`src/rtl/rx_word_aligner_pkg.sv`:
```
// Shared definitions for the RX word aligner slice: state encoding,
// word geometry and the default training sync word.
package rx_align_pkg;

  localparam int unsigned WORD_W = 8;
  localparam int unsigned SLIP_W = 3;
  localparam int unsigned CAT_W  = 2 * WORD_W;

  localparam logic [WORD_W-1:0] SYNC_WORD_DEF = 8'hA5;

  typedef enum logic [2:0] {
    ST_IDLE,
    ST_PRIME,
    ST_SEARCH,
    ST_VERIFY,
    ST_LOCKED,
    ST_FAIL
  } state_t;

  // Next rotation in the hunt; wraps 7 -> 0 by natural overflow.
  function automatic logic [SLIP_W-1:0] next_slip(input logic [SLIP_W-1:0] slip);
    return slip + SLIP_W'(1);
  endfunction

endpackage

```
`src/rtl/rx_word_aligner_if.sv`:
```
// Lane-side bundle for rx_word_aligner: bit-aligned input word stream plus
// control, and the rotated output word with lock/slip/error status.
// Signal names match the original port list so wiring maps one to one.
interface rx_word_aligner_if;
  import rx_align_pkg::*;

  logic              algn_done_i;
  logic              restart_i;
  logic              valid_i;
  logic [WORD_W-1:0] data_i;
  logic [WORD_W-1:0] data_o;
  logic              valid_o;
  logic              lock_o;
  logic [SLIP_W-1:0] slip_o;
  logic              err_o;

  // Upstream side: bit-alignment stage and control feeding the aligner.
  modport master (
    output algn_done_i, restart_i, valid_i, data_i,
    input  data_o, valid_o, lock_o, slip_o, err_o
  );

  // Aligner side.
  modport slave (
    input  algn_done_i, restart_i, valid_i, data_i,
    output data_o, valid_o, lock_o, slip_o, err_o
  );

endinterface

```
`src/rtl/rx_word_aligner_rotator.sv`:
```
// rx_word_rotator: picks the 8-bit window starting at bit 'slip' out of
// {current word, previous word}. Purely combinational so the TX-side test
// path can reuse it.
module rx_word_rotator
  import rx_align_pkg::*;
(
  input  logic [CAT_W-1:0]  cat,
  input  logic [SLIP_W-1:0] slip,
  output logic [WORD_W-1:0] aligned
);

  // Window select; slip = 0 returns the previous word untouched.
  always_comb begin
    aligned = cat[slip +: WORD_W];
  end

endmodule

```
`src/rtl/rx_word_aligner.sv`:
```
// rx_word_aligner: hunts the 8 word-boundary rotations of the deserialised
// lane for a repeated sync word, locks after LOCK_CNT consecutive hits at one
// rotation, then forwards rotated data.
// Optional search timeout: define RX_WORD_ALIGN_TIMEOUT_EN.
module rx_word_aligner
  import rx_align_pkg::*;
#(
  parameter logic [WORD_W-1:0] SYNC_WORD   = SYNC_WORD_DEF,
  parameter int unsigned       LOCK_CNT    = 4,
  parameter int unsigned       TIMEOUT_CYC = 1024
)
(
  input  logic               clk_i,
  input  logic               rst_i,
  rx_word_aligner_if.slave   bus
);

  localparam logic [3:0] LOCK_LAST = 4'(LOCK_CNT - 1);

  state_t            state;
  logic [WORD_W-1:0] prev_q;
  logic [SLIP_W-1:0] slip_q;
  logic [3:0]        cnt_q;
  logic              lock_q;
  logic [WORD_W-1:0] data_q;
  logic              valid_q;

  logic [CAT_W-1:0]  cat;
  logic [WORD_W-1:0] aligned;
  logic              match;
  logic              lock_hit;

`ifdef RX_WORD_ALIGN_TIMEOUT_EN
  localparam int unsigned     TO_W    = $clog2(TIMEOUT_CYC + 1);
  localparam logic [TO_W-1:0] TO_LAST = TO_W'(TIMEOUT_CYC - 1);
  logic [TO_W-1:0] to_q;
  logic            err_q;
`else
  logic unused_timeout;
  assign unused_timeout = ^TIMEOUT_CYC;
`endif

  assign cat = {bus.data_i, prev_q};

  rx_word_rotator u_rotator (
    .cat     (cat),
    .slip    (slip_q),
    .aligned (aligned)
  );

  // Sync comparison and whether this match completes the lock run.
  always_comb begin
    match    = (aligned == SYNC_WORD);
    lock_hit = 1'b0;
    if (match) begin
      if (state == ST_SEARCH) lock_hit = (LOCK_CNT == 1);
      else                    lock_hit = (cnt_q == LOCK_LAST);
    end
  end

  // Alignment FSM with registered data/status outputs.
  always_ff @(posedge clk_i or posedge rst_i) begin
    if (rst_i) begin
      state   <= ST_IDLE;
      prev_q  <= '0;
      slip_q  <= '0;
      cnt_q   <= '0;
      lock_q  <= 1'b0;
      data_q  <= '0;
      valid_q <= 1'b0;
`ifdef RX_WORD_ALIGN_TIMEOUT_EN
      to_q    <= '0;
      err_q   <= 1'b0;
`endif
    end else begin
      valid_q <= 1'b0;
      if (!bus.algn_done_i) begin
        // Losing bit alignment drops everything back to idle.
        state  <= ST_IDLE;
        slip_q <= '0;
        cnt_q  <= '0;
        lock_q <= 1'b0;
`ifdef RX_WORD_ALIGN_TIMEOUT_EN
        err_q  <= 1'b0;
`endif
      end else if (bus.restart_i) begin
        // Restart word is discarded: it neither primes nor is forwarded.
        state  <= ST_PRIME;
        slip_q <= '0;
        cnt_q  <= '0;
        lock_q <= 1'b0;
`ifdef RX_WORD_ALIGN_TIMEOUT_EN
        to_q   <= '0;
        err_q  <= 1'b0;
`endif
      end else begin
        case (state)
          ST_IDLE: begin
            state  <= ST_PRIME;
            slip_q <= '0;
            cnt_q  <= '0;
`ifdef RX_WORD_ALIGN_TIMEOUT_EN
            to_q   <= '0;
`endif
          end

          ST_PRIME: begin
            if (bus.valid_i) begin
              prev_q  <= bus.data_i;
              data_q  <= aligned;
              valid_q <= 1'b1;
              state   <= ST_SEARCH;
            end
          end

          // SEARCH and VERIFY share one body: in SEARCH cnt_q is already 0,
          // so a mismatch behaves identically in both.
          ST_SEARCH, ST_VERIFY: begin
            if (bus.valid_i) begin
              prev_q  <= bus.data_i;
              data_q  <= aligned;
              valid_q <= 1'b1;
              if (match) begin
                cnt_q <= (state == ST_SEARCH) ? 4'd1 : cnt_q + 4'd1;
                if (lock_hit) begin
                  state  <= ST_LOCKED;
                  lock_q <= 1'b1;
                end else begin
                  state <= ST_VERIFY;
                end
              end else begin
                cnt_q  <= '0;
                slip_q <= next_slip(slip_q);
                state  <= ST_SEARCH;
              end
`ifdef RX_WORD_ALIGN_TIMEOUT_EN
              to_q <= to_q + TO_W'(1);
              if (!lock_hit && (to_q == TO_LAST)) begin
                state <= ST_FAIL;
                err_q <= 1'b1;
              end
`endif
            end
          end

          ST_LOCKED: begin
            if (bus.valid_i) begin
              prev_q  <= bus.data_i;
              data_q  <= aligned;
              valid_q <= 1'b1;
            end
          end

`ifdef RX_WORD_ALIGN_TIMEOUT_EN
          ST_FAIL: begin
            if (bus.valid_i) begin
              prev_q <= bus.data_i;
            end
          end
`endif

          default: begin
            state <= ST_IDLE;
          end
        endcase
      end
    end
  end

  assign bus.data_o  = data_q;
  assign bus.valid_o = valid_q;
  assign bus.lock_o  = lock_q;
  assign bus.slip_o  = slip_q;
`ifdef RX_WORD_ALIGN_TIMEOUT_EN
  assign bus.err_o   = err_q;
`else
  assign bus.err_o   = 1'b0;
`endif

endmodule
```
`src/flat_wrapper.sv`:
```
// flat-port wrapper written by rule: the top's interface ports become plain ports
module rx_word_aligner_flat import rx_align_pkg::*;
#(
  parameter logic [WORD_W-1:0] SYNC_WORD   = SYNC_WORD_DEF,
  parameter int unsigned       LOCK_CNT    = 4,
  parameter int unsigned       TIMEOUT_CYC = 1024
)
  (clk_i, rst_i, bus_algn_done_i, bus_restart_i, bus_valid_i, bus_data_i, bus_data_o, bus_valid_o, bus_lock_o, bus_slip_o, bus_err_o);
  rx_word_aligner_if bus_i ();
  input  logic clk_i;
  input  logic rst_i;
  input wire logic [$bits(bus_i.algn_done_i)-1:0] bus_algn_done_i;
  input wire logic [$bits(bus_i.restart_i)-1:0] bus_restart_i;
  input wire logic [$bits(bus_i.valid_i)-1:0] bus_valid_i;
  input wire logic [$bits(bus_i.data_i)-1:0] bus_data_i;
  output wire logic [$bits(bus_i.data_o)-1:0] bus_data_o;
  output wire logic [$bits(bus_i.valid_o)-1:0] bus_valid_o;
  output wire logic [$bits(bus_i.lock_o)-1:0] bus_lock_o;
  output wire logic [$bits(bus_i.slip_o)-1:0] bus_slip_o;
  output wire logic [$bits(bus_i.err_o)-1:0] bus_err_o;
  assign bus_i.algn_done_i = bus_algn_done_i;
  assign bus_i.restart_i = bus_restart_i;
  assign bus_i.valid_i = bus_valid_i;
  assign bus_i.data_i = bus_data_i;
  assign bus_data_o = bus_i.data_o;
  assign bus_valid_o = bus_i.valid_o;
  assign bus_lock_o = bus_i.lock_o;
  assign bus_slip_o = bus_i.slip_o;
  assign bus_err_o = bus_i.err_o;
  rx_word_aligner #(.SYNC_WORD(SYNC_WORD), .LOCK_CNT(LOCK_CNT), .TIMEOUT_CYC(TIMEOUT_CYC)) u_core (.clk_i(clk_i), .rst_i(rst_i), .bus(bus_i));
endmodule
```
`config.mk`:
```
export PLATFORM = sky130hd
export DESIGN_NAME = rx_word_aligner_flat
export DESIGN_NICKNAME = d
export VERILOG_FILES = /design/src/rtl/rx_word_aligner_pkg.sv /design/src/rtl/rx_word_aligner_if.sv /design/src/rtl/rx_word_aligner_rotator.sv /design/src/rtl/rx_word_aligner.sv /design/src/flat_wrapper.sv
export SDC_FILE = /design/constraint.sdc
export NUM_CORES = 1
export LEC_CHECK = 0
export ABC_AREA = 1
export ABC_CLOCK_PERIOD_IN_PS = 2000
export BUFFER_PORTS_ARGS = -buffer_cell sky130_fd_sc_hd__buf_2
export CAP_MARGIN = 20
export CORE_ASPECT_RATIO = 0.9
export CORE_MARGIN = 2
export CORE_UTILIZATION = 30
export DETAILED_ROUTE_END_ITERATION = 10
export GPL_TIMING_DRIVEN = 0
export PLACE_DENSITY = 0.51
export SYNTH_ARGS = -nofsm -noshare
export SYNTH_HDL_FRONTEND = slang
export SYNTH_SLANG_ARGS = --single-unit
```
`constraint.sdc`:
```
create_clock -name clk_i -period 2 [get_ports clk_i]
set_input_delay 0.4 -clock clk_i [delete_from_list [all_inputs] [get_ports clk_i]]
set_output_delay 0.4 -clock clk_i [all_outputs]
set_load 0.01 [all_outputs]
```
==> summary.md, run 1 <==
| Metric | Value |
|---|---|
| Initial Util | 31.4% |
| Synth Flop Type | dfrtp_1 |
| Total CTS buffers | 3 |
| Final Slew Violations | 0 |
| R2r endpoint | u_core.bus.slip_o[1]$_DFFE_PP0P_ |
| Die area | 0.00666 mm^2 |
| Global-route wire length before repair | 7680 um |
| First drt pass iteration count | 10 |
| Sequential share of power | 44.6% |
| CTS tree | yes |
| Die W | 85.8 um |
| Setup_tns | 0 ns |
| CORE AREA | 0.00576 mm^2 |
| Drt wl/cell | 12.2 um |
| Register-to-Register Path Depth | 13 |
| Largest cells by area after synthesis | dfrtp_1 (39%), nand2_1 (24%), nand3_1 (10%) |
| Worst-Skew Late Latency | 0.28 ns |
| Most common cell in the netlist | nand2_1 |
| Net count reported at finish | 313 |
| Cell taking the most area after synthesis | dfrtp_1 |
| Mapped Nets | 279 |
| Comb power frac | 28.3% |
| Fin crit period | 1.84 ns |
| Top Ports | 27 |
| Seq/Total Area, Yosys | 38.8% |
| Failing checks | design-rule violations |
| Synthesized area | 0.00181 mm^2 |
| Worst R2R Start | u_core.bus.slip_o[0]$_DFFE_PP0P_ |
| Type of the tightest min-delay check | in -> async |
| Post-Synthesis Cells | 264 |
| Status | finished, violations left |
| Vias in the first global route | 1,611 |
| Clk sinks | 28 |
| Via density per instance | 4.71 |
| H-tree depth | 1 |
| RSZ-0062 raised after global routing | no |
| Seq cells post-synth | 28 |
| Max_slew headroom | 65.1% |
| Sw power | 543 uW |
| Crit path launch type | flop |
| YS warnings | 0 |
| CP max FO | 10 |
| Setup CP Type | reg -> reg |
| WP data arrival | 2.03 ns |
| Share of post-route cells with drive strength above 1 | 19.9% |
| Initial DRC count | 193 |
| Via count | 1,729 |
| Share of synthesized registers carrying an async set or reset | 100% |
| Most frequent cells after synthesis | nand2_1 (114), nand3_1 (37), dfrtp_1 (28) |
| Fmax | 544 MHz |
| Antenna Nets Post-Route | 0 |
| Peak VDD IR | 0.353 mV |
| Placed wire-length estimate | 3450 um |
| Top cell type's share of synthesized area | 38.8% |
| EDFF count, synth | 0 |
| Root Buffer | clkbuf_8 |
| Worst setup EP type | flop |
| PnR worst setup slack | 0.160 ns |
| Pleak | 1.18 nW |
| Port bufs | 25 |
| Slew of the pin with the lowest slew margin | 0.523 ns |
| Clock transition at path regs | 0.10 ns |
| Largest net degree at the start of global routing | 19 |
| Initial antenna violation count | 0 |
| Place WS | 0.0104 ns |
| P&R area growth vs syn | 18.8% |
| Cell Pwr Density | 771 mW/mm^2 |
| Final GP Congestion | 0.835 |
| Pwr Total | 1.66 mW |
| Worst Skew | 0.0107 ns |
| GRT Util Overall | 14.4% |
| Post-Layout Cell Count | 367 |
| Final hold violations | 0 |
| Flop2flop setup slack | 0.16 ns |
| Gr ovfl total | 0 |
| Rows | 26 |
| Max clock buf depth | 2 |
| Die H | 77.6 um |
| Final worst-path cycle share | 92.0% |
| Drt total wl | 4460 um |
| Internal power | 1.11 mW |
| Final setup fails | 0 |
| Final core utilization | 37.3% |
| Ant. Diodes | 0 |
| MaxCap Viol Count | 0 |
| CP Data Required Time | 2.19 ns |
| Placed Cells | 360 |
| Clock Power Share | 27.1% |
| DRC Markers | 2 |
| Sw frac | 32.8% |
| Post-synth cell types | 27 |
| Syn_area_per_cell | 6.85 um^2 |
critical path, stage by stage, from the launching register on:
cell and delay [ns]:
dfrtp_1 0.42, buf_6 0.15, buf_4 0.17, nand2_1 0.07, nand3_1 0.08, nand2_1 0.09
nand2_1 0.05, nand2_1 0.08, nand2_1 0.13, nor2_8 0.16, nand3_2 0.08, nand2_2 0.12
nand2_1 0.07, o21ai_1 0.08
registers in the layout, summed over array words and instances, names as in the netlist:
signal / count
u_core.bus.data_o: 8
u_core.prev_q: 8
u_core.cnt_q: 4
u_core.bus.slip_o: 3
u_core.state: 3
u_core.bus.lock_o: 1
u_core.bus.valid_o: 1
area by class of cell:
type	count	area [um^2]
Buffer	9	65.1
Timing Repair Buffer	29	175
Tap cell	70	87.6
Fill cell	632	3610
Inverter	25	96.3
Clock buffer	3	41.3
Sequential cell	28	702
Clock inverter	1	30.0
Multi-Input combinational cell	202	951
layout by cell type (no fill, tap or decap), types with 2 or more instances in the layout:
| cell type | n |
|---|---|
| xnor2_1 | 2 |
| o21ai_1 | 2 |
| dfrtp_1 | 27 |
| clkbuf_8 | 3 |
| nand4_1 | 6 |
| ha_1 | 2 |
| nand2_1 | 114 |
| buf_2 | 29 |
| inv_1 | 22 |
| buf_6 | 2 |
| nand2_2 | 5 |
| nand3_2 | 2 |
| o21ai_0 | 10 |
| nor2_4 | 4 |
| nor2_1 | 11 |
| buf_4 | 6 |
| nand3_1 | 37 |
cell families after synthesis:
group                      after synthesis  share of synthesized area (%)
xor gates and xnor gates                 2                          0.969
adders and majority gates                2                           1.38
DFF                                     28                           38.8
other                                    1                          0.207
and+or+nand+nor                        183                           45.7
buffers and inverters                   34                           8.93
AOI/OAI and AO/OA                       14                           4.08
through the flow:
step | hold slack [ns] | instance area [um^2]
5_1_grt | 0.164 | 2150
2_1_floorplan | 0.449 | 1810
3_5_place_dp | 0.459 | 2050
3_3_place_gp | 0.465 | 2020
6_report | 0.134 | 2150
4_1_cts | 0.142 | 2120
how the worst max path moves through the flow:
stage,from,endpoint,slack [ns],depth (start not counted)
after floorplan,u_core.bus.slip_o[0]$_DFFE_PP0P_,u_core.bus.lock_o$_DFFE_PP0P_,0.36,13
after global placement,bus_algn_done_i,u_core.bus.data_o[6]$_DFFE_PP0P_,-0.03,9
after detailed placement,bus_algn_done_i,u_core.bus.data_o[4]$_DFFE_PP0P_,0.01,9
after CTS,u_core.bus.slip_o[0]$_DFFE_PP0P_,u_core.bus.slip_o[1]$_DFFE_PP0P_,0.09,13
after global routing,u_core.bus.slip_o[0]$_DFFE_PP0P_,u_core.bus.slip_o[1]$_DFFE_PP0P_,0.001,13
final,u_core.bus.slip_o[0]$_DFFE_PP0P_,u_core.bus.slip_o[1]$_DFFE_PP0P_,0.16,13
layer usage:
| metal | part of all wire, % | wire [um] | track usage [%] | vias to the layer above |
|---|---|---|---|---|
| met5 | 0 | 0 | 0 | - |
| met4 | 0.61 | 27 | 2.22 | 0 |
| met3 | 5.6 | 249 | 2.98 | 2 |
| met2 | 43 | 1930 | 22.3 | 44 |
| met1 | 50 | 2250 | 21.2 | 783 |
| li1 | - | - | - | 900 |
power groups by stage:
stage / Combinational (mW) / Sequential (mW) / Clock, mW
after floorplan: 0.294 / 0.762 / 0
after global placement: 0.454 / 0.749 / 0
after detailed placement: 0.463 / 0.748 / 0
after CTS: 0.466 / 0.738 / 0.471
after global routing: 0.540 / 0.754 / 0.495
final: 0.468 / 0.738 / 0.449
repair_timing:
item	4_1_cts	5_1_grt
setup buffers	0	3
setup endpoints to repair	0	7
hold buffers	0	0
endpoints found under the hold margin	0	0
resized for setup	0	2
Power figures use the tool's default switching activity.
==> inputs of run 2 (changes only) <==
--- a/config.mk
+++ b/config.mk
@@ -10,11 +10,11 @@
 export BUFFER_PORTS_ARGS = -buffer_cell sky130_fd_sc_hd__buf_2
 export CAP_MARGIN = 20
 export CORE_ASPECT_RATIO = 0.9
-export CORE_MARGIN = 2
 export CORE_UTILIZATION = 30
 export DETAILED_ROUTE_END_ITERATION = 10
 export GPL_TIMING_DRIVEN = 0
 export PLACE_DENSITY = 0.51
+export REMOVE_ABC_BUFFERS = 1
 export SYNTH_ARGS = -nofsm -noshare
 export SYNTH_HDL_FRONTEND = slang
 export SYNTH_SLANG_ARGS = --single-unit
==> run 2 against run 1 <==
Against the previous run:
- clock power fell by 18%
- combinational power decreased by 3%
- critical path type unchanged
- largest cell class unchanged
- utilization decreased by 0.76 points
- clock skew decreased by 0.0088 ns
- largest power group unchanged
- critical endpoint unchanged
- first-iteration DRC count decreased by 29%
- the flow still finishes with violations (design-rule violations)
==> summary.md, run 2 (synthesis gave the netlist of run 1 again) <==
| Metric | Value |
|---|---|
| Slew of the pin with the lowest slew margin | 0.599 ns (+0.0756 ns) |
| Via count | 1,670 (-3.4%) |
| DRC Markers | 5 (+3) |
| Type of the tightest min-delay check | in -> async |
| Die area | 0.00634 mm^2 (-4.8%) |
| Final Slew Violations | 0 (unchanged) |
| WP data arrival | 2.06 ns (+0.03 ns) |
| Flop2flop setup slack | 0.15 ns (about the same) |
| Ant. Diodes | 0 (unchanged) |
| CP delay by family, top | simple AND/OR/NAND/NOR gates |
| Worst setup EP type | flop |
| Gr ovfl total | 0 (unchanged) |
| Drt total wl | 4240 um (-4.9%) |
| Largest net degree at the start of global routing | 27 (+8) |
| Placed Cells | 351 (-2.5%) |
| Initial DRC count | 137 (-29%) |
| Final GP Congestion | 0.804 (-3.8%) |
| Failing checks | design-rule violations |
| Most common cell after layout, fill and taps aside | nand2_1 |
| Die W | 83.8 um (-2.3%) |
| Sequential share of power | 47.2% (+2.6 points) |
| Sw power | 542 uW (-0.12%) |
| Final hold violations | 0 (unchanged) |
| Root Buffer | clkbuf_8 |
| Via density per instance | 4.64 (-1.5%) |
| Rows | 26 (unchanged) |
| P&R area growth vs syn | 16.4% |
| CP most frequent cell | nand2_1 |
| Internal power | 1.02 mW (-8.8%) |
| Global-route wire length before repair | 6960 um (-9.4%) |
| Clk sinks | 28 (unchanged) |
| Top Ports | 27 (unchanged) |
| Buf/Inv on CP | 1 (-1) |
| Fin crit period | 1.85 ns (+0.0101 ns) |
| CP max stage cell | dfrtp_4 |
| Largest stage delay on the critical path | 0.55 ns (+0.13 ns) |
| CP Data Required Time | 2.21 ns (+0.02 ns) |
| Peak VDD IR | 0.222 mV (-37%) |
| CTS tree | yes |
| Clock Power Share | 23.6% (-3.5 points) |
| Comb power frac | 29.1% (+0.8 points) |
| Drt wl/cell | 11.8 um (-3.0%) |
| Max_slew headroom | 60.0% (-5.0 points) |
| Worst Skew | 0.00195 ns (-0.00876 ns) |
| Total CTS buffers | 3 (unchanged) |
| Die H | 75.6 um (-2.6%) |
| MaxCap Viol Count | 0 (unchanged) |
| Fillers | 630 (-0.32%) |
| Register area | 706 um^2 (+0.53%) |
| Placed Area | 0.00198 mm^2 (-3.2%) |
| Hold_buf cts | 0 (unchanged) |
| GRT Util Overall | 13.8% (-0.60 points) |
| Final worst-path cycle share | 92.5% (+0.51 points) |
| Clock transition at path regs | 0.10 ns (about the same) |
| Crit path launch type | flop |
| CORE AREA | 0.00576 mm^2 (unchanged) |
| Design Area, Final | 0.00210 mm^2 (-2.0%) |
| Worst-Skew Late Latency | 0.28 ns (about the same) |
| Initial Util | 31.4% (unchanged) |
| Post-Layout Cell Count | 360 (-1.9%) |
| Sw frac | 34.8% (+2.0 points) |
| Vias in the first global route | 1,503 (-6.7%) |
| Port bufs | 25 (unchanged) |
| Share of post-route cells with drive strength above 1 | 19.0% (-0.90 points) |
| Final setup fails | 0 (unchanged) |
| Status | finished, violations left |
| CP Cell Sequence | buf_6 -> nand2_1 -> nand3_1 -> nand2_1 -> nand2_1 -> nand2_2 -> nand2_1 -> nor2_4 -> nand3_2 -> nand2_2 -> nand2_1 -> o21ai_1 |
| Net count reported at finish | 306 (-2.2%) |
| Fmax | 541 MHz (-0.55%) |
| CP max FO | 6 (-4) |
| Pleak | 1.15 nW (-3.2%) |
| Initial antenna violation count | 0 (unchanged) |
| First drt pass iteration count | 7 (-3) |
| Placed wire-length estimate | 3070 um (-11%) |
| Max clock buf depth | 2 (unchanged) |
| Setup CP Type | reg -> reg |
| H-tree depth | 1 (unchanged) |
| RSZ-0062 raised after global routing | no |
| Most frequent cells in the layout | nand2_1 (113), nand3_1 (36), dfrtp_1 (26), buf_2 (25), inv_1 (22) |
| Antenna Nets Post-Route | 0 (unchanged) |
| Area of the multi-input gates | 961 um^2 (+1.1%) |
| Cell Pwr Density | 740 mW/mm^2 (-4.0%) |
[run 2: cell types whose count changed in the layout (fill, tap and decap cells not counted), sizes merged]
cell	before	now
buf	38	31
bufinv	1	0
clkbuf	3	4
[run 2: worst paths after layout]
kind / to / cells past startpoint / from
max: u_core.bus.slip_o[1]$_DFFE_PP0P_ / 12 / u_core.bus.slip_o[0]$_DFFE_PP0P_
min: u_core.state[0]$_DFFE_PP0P_ / 2 / rst_i
max reg2reg: u_core.bus.slip_o[1]$_DFFE_PP0P_ / 12 / u_core.bus.slip_o[0]$_DFFE_PP0P_
min reg2reg: u_core.bus.data_o[5]$_DFFE_PP0P_ / 2 / u_core.bus.data_o[5]$_DFFE_PP0P_
max in group asynchronous: u_core.bus.slip_o[0]$_DFFE_PP0P_ / 3 / rst_i
min in group clk_i: u_core.prev_q[7]$_DFFE_PP0P_ / 3 / bus_data_i[7]
[run 2: final cells by class]
type,instances,area share [%]
Multi-Input combinational cell,202,45.7
Timing Repair Buffer,31,9.22
Clock buffer,4,2.62
Tap cell,70,4.16
Sequential cell,28,33.5
Inverter,25,4.82
[run 2: power groups by stage]
stage | logic (mW) | clock network, mW | registers (mW)
floorplan | 0.285 | 0 | 0.764
global placement | 0.435 | 0 | 0.747
detailed placement | 0.445 | 0 | 0.750
CTS | 0.447 | 0.381 | 0.739
global route | 0.523 | 0.407 | 0.752
finish | 0.454 | 0.368 | 0.736
[run 2: worst reg2reg max path, stage by stage, from the launching register on]
cell and delay, ns:
dfrtp_4 0.55, buf_6 0.15, nand2_1 0.08, nand3_1 0.11, nand2_1 0.10, nand2_1 0.06, nand2_2 0.08, nand2_1 0.08
nor2_4 0.20, nand3_2 0.10, nand2_2 0.12, nand2_1 0.06, o21ai_1 0.08
[run 2: metrics by stage]
step	hold slack (ns)	setup TNS, ns	total power, mW	util, %	worst slack [ns]
floorplan	0.449	0	1.05	-	0.177
global placement	0.458	-8.74	1.18	34.0	-0.521
detailed placement	0.464	-8.19	1.19	34.4	-0.498
CTS	0.181	0	1.57	35.5	0.0501
global route	0.196	0	1.68	36.5	0.00911
finish	0.166	0	1.56	36.5	0.150
[run 2: routing by layer]
| layer | vias up | part of all wire (%) | GRT usage [%] |
|---|---|---|---|
| met5 | - | 0 | 0 |
| met4 | 0 | 0.59 | 4.60 |
| met3 | 3 | 3.4 | 1.30 |
| met2 | 30 | 44 | 22.4 |
| met1 | 753 | 52 | 19.7 |
| li1 | 884 | - | - |
[run 2: repair_timing]
item / 4_1_cts / 5_1_grt
resized for setup: 3 / 9
setup endpoints to repair: 28 / 19
pin swaps: 0 / 1
gates cloned: 0 / 0
buffers inserted: 0 / 5
==> inputs of run 3 (changes only) <==
--- a/config.mk
+++ b/config.mk
@@ -5,7 +5,6 @@
 export SDC_FILE = /design/constraint.sdc
 export NUM_CORES = 1
 export LEC_CHECK = 0
-export ABC_AREA = 1
 export ABC_CLOCK_PERIOD_IN_PS = 2000
 export BUFFER_PORTS_ARGS = -buffer_cell sky130_fd_sc_hd__buf_2
 export CAP_MARGIN = 20
==> run 3 against run 2 <==
Against the previous run:
- power increased by 6.5%
- the run ends with negative setup slack left
- first-iteration DRC count down 2.9%
- sequential cell count did not move
- count of clock-buffer cells in the layout unchanged
- area after synthesis grew 7.2%
- critical endpoint is now u_core.bus.slip_o[0]$_DFFE_PP0P_
- via count shrank 1.2%
- register-to-register slack got worse by 0.26 ns
==> summary.md, run 3 <==
| Metric | Value |
|---|---|
| Status | finished, violations left |
| Failing checks | negative setup slack |
| YS warnings | 0 (unchanged) |
| CORE AREA | 0.00618 mm^2 (+7.4%) |
| Final GP Congestion | 0.830 (+3.3%) |
| Largest cells by area after synthesis | dfrtp_1 (36%), mux2i_1 (6.7%), mux2_2 (5.8%) |
| Seq cells post-synth | 28 (unchanged) |
| Register area | 709 um^2 (+0.53%) |
| Worst setup EP type | flop |
| Setup CP Type | reg -> reg |
| Cell Pwr Density | 684 mW/mm^2 (-7.6%) |
| CP delay by family, top | flip-flops |
| Most common cell after layout, fill and taps aside | buf_2 |
| Syn_area_per_cell | 9.94 um^2 (+45%) |
| Clk sinks | 28 (unchanged) |
| Pleak | 0.941 nW (-18%) |
| Antenna Nets Post-Route | 0 (unchanged) |
| Vias in the first global route | 1,594 (+6.1%) |
| Final worst-path cycle share | 105% (+13 points) |
| Most common cell in the netlist | dfrtp_1 |
| Die H | 78.3 um (+3.4%) |
| Fin crit period | 2.11 ns (+0.260 ns) |
| Share of post-route cells with drive strength above 1 | 39.7% (+21 points) |
| Max_slew headroom | 44.0% (-16 points) |
| Placed wire-length estimate | 3280 um (+6.6%) |
| Die W | 86.7 um (+3.5%) |
| CTS tree | yes |
| Final Slew Violations | 0 (unchanged) |
| Initial antenna violation count | 0 (unchanged) |
| Critical Path Start | u_core.bus.slip_o[1]$_DFFE_PP0P_ |
| Ant. Diodes | 0 (unchanged) |
| RSZ-0062 raised after global routing | yes |
| Top cell type's share of synthesized area | 36.2% (-2.6 points) |
| Final hold violations | 0 (unchanged) |
| Clock transition at path regs | 0.11 ns (about the same) |
| Slew of the pin with the lowest slew margin | 0.834 ns (+0.235 ns) |
| Synthesized area | 0.00194 mm^2 (+7.2%) |
| Most frequent cells after synthesis | dfrtp_1 (28), nand2_1 (19), nor2_1 (14) |
| Register-to-Register Path Depth | 6 (-6) |
| Final core utilization | 39.2% (+2.7 points) |
| Largest stage delay on the critical path | 0.53 ns (-0.02 ns) |
| Design Area, Final | 0.00243 mm^2 (+15%) |
| Hold_buf cts | 0 (unchanged) |
| CP most frequent cell | mux2i_4 |
| CP Cell Sequence | buf_2 -> mux2i_4 -> o41a_2 -> mux2i_4 -> and3_4 -> o32ai_2 |
| Max clock buf depth | 2 (unchanged) |
| Post-Synthesis Cells | 195 (-26%) |
| Worst R2R Start | u_core.bus.slip_o[1]$_DFFE_PP0P_ |
| Buf/Inv on CP | 1 (unchanged) |
| Seq/Total Area, Yosys | 36.2% (-2.6 points) |
| Worst-Skew Late Latency | 0.28 ns (about the same) |
| Largest net degree at the start of global routing | 26 (-3.7%) |
| R2r endpoint | u_core.bus.slip_o[0]$_DFFE_PP0P_ |
| Placed Area | 0.00210 mm^2 (+5.9%) |
| Drt total wl | 4820 um (+14%) |
| Fillers | 606 (-3.8%) |
| Rows | 27 (+3.8%) |
| Post-synth cell types | 55 (+100%) |
| CP max stage cell | dfrtp_4 |
| CP max FO | 6 (unchanged) |
| GRT Util Overall | 15.3% (+1.4 points) |
| WP data arrival | 2.25 ns (+0.19 ns) |
| MaxCap Viol Count | 0 (unchanged) |
| Pwr Total | 1.66 mW (+6.5%) |
| Crit path launch type | flop |
| Type of the tightest min-delay check | in -> async |
| Area of the multi-input gates | 0.00122 mm^2 (+27%) |
| Fmax | 474 MHz (-12%) |
| Initial DRC count | 133 (-2.9%) |
| Port bufs | 25 (unchanged) |
| Net count reported at finish | 245 (-20%) |
| Worst Skew | 0.0114 ns (+0.00944 ns) |
| Via count | 1,650 (-1.2%) |
| Peak VDD IR | 0.288 mV (+29%) |
| First drt pass iteration count | 4 (-3) |
| PnR worst setup slack | -0.110 ns (-0.260 ns) |
| Root Buffer | clkbuf_8 |
| Initial Util | 31.3% (-0.049 points) |
| Drt wl/cell | 15.2 um (+29%) |
| Flop2flop setup slack | -0.11 ns (-0.26 ns) |
| Top Ports | 27 (unchanged) |
| EDFF count, synth | 0 (unchanged) |
| Most frequent cells in the layout | buf_2 (26), dfrtp_1 (25), nand2_1 (19), nor2_1 (14) |
| DRC Markers | 0 (-5) |
| H-tree depth | 1 (unchanged) |
| Share of synthesized registers carrying an async set or reset | 100% (unchanged) |
| Total CTS buffers | 3 (unchanged) |
| Via density per instance | 5.22 (+13%) |
| CP Data Required Time | 2.14 ns (-0.07 ns) |
| P&R area growth vs syn | 25.2% |
| Die area | 0.00679 mm^2 (+7.0%) |
| Final setup fails | 11 (+11) |
| Global-route wire length before repair | 8120 um (+17%) |
| Gr ovfl total | 0 (unchanged) |
| Cell taking the most area after synthesis | dfrtp_1 |
| Synth Flop Type | dfrtp_1 |
run 3: cell count changes after synthesis, moves of 5 or more:
cell,delta
mux2_2,+10
nand3_1,-31
mux2i_1,+13
nand2_2,-5
inv_1,-16
a21oi_1,+10
nand2_1,-95
mux4_2,+5
nand4_1,-6
a31oi_1,+7
run 3: layer usage:
layer,track usage (%),part of all wire (%)
met5,0,0
met4,4.17,1.6
met3,1.68,3.5
met2,23.5,44
met1,22.6,51
run 3: cells by family after synthesis:
kind of cell             synth area share [%]
AO/OA/AOI/OAI                            18.3
adder cells (fa/ha/maj)                  1.29
buffers and inverters                    6.46
flip-flops                               36.2
multiplexers                             19.5
other                                   0.193
AND/OR/NAND/NOR                          18.1
run 3: final cells by class:
| type | count | area share [%] |
|---|---|---|
| clock buffers | 4 | 2.27 |
| inverters | 7 | 1.29 |
| multi-input cells | 148 | 50.4 |
| flip-flops and latches | 28 | 29.2 |
| well taps | 87 | 4.49 |
| repair buffers | 42 | 12.3 |
run 3: how the worst max path moves through the flow:
stage                                             endpoint  cells past startpoint  slack [ns]
final                     u_core.bus.slip_o[0]$_DFFE_PP0P_                      6       -0.11
after global routing           u_core.cnt_q[0]$_DFFE_PP0P_                      6       -0.20
after CTS                 u_core.bus.slip_o[0]$_DFFE_PP0P_                      7       -0.09
after detailed placement  u_core.bus.slip_o[0]$_DFFE_PP0P_                      6       -0.82
after global placement    u_core.bus.slip_o[0]$_DFFE_PP0P_                      6       -0.81
after floorplan           u_core.bus.slip_o[0]$_DFFE_PP0P_                      6       -0.50
run 3: where the power goes:
group / internal [mW] / switching (mW)
clock network: 0.177 / 0.190
logic: 0.261 / 0.281
registers: 0.659 / 0.0917
run 3: what timing repair did:
action / in CTS / in global routing
gates resized for setup: 30 / 3
cloned: 0 / 0
setup buffers: 15 / 1
setup endpoints to repair: 26 / 11
pin swaps: 12 / 1
run 3: metrics by stage:
stage	instances	hold slack [ns]	setup TNS (ns)	setup WS, ns
floorplan	183	0.442	-4.80	-0.503
global placement	295	0.471	-12.10	-0.811
detailed placement	296	0.467	-12.04	-0.817
CTS	315	0.201	-0.590	-0.0923
global route	316	0.218	-1.66	-0.195
finish	316	0.168	-0.664	-0.110
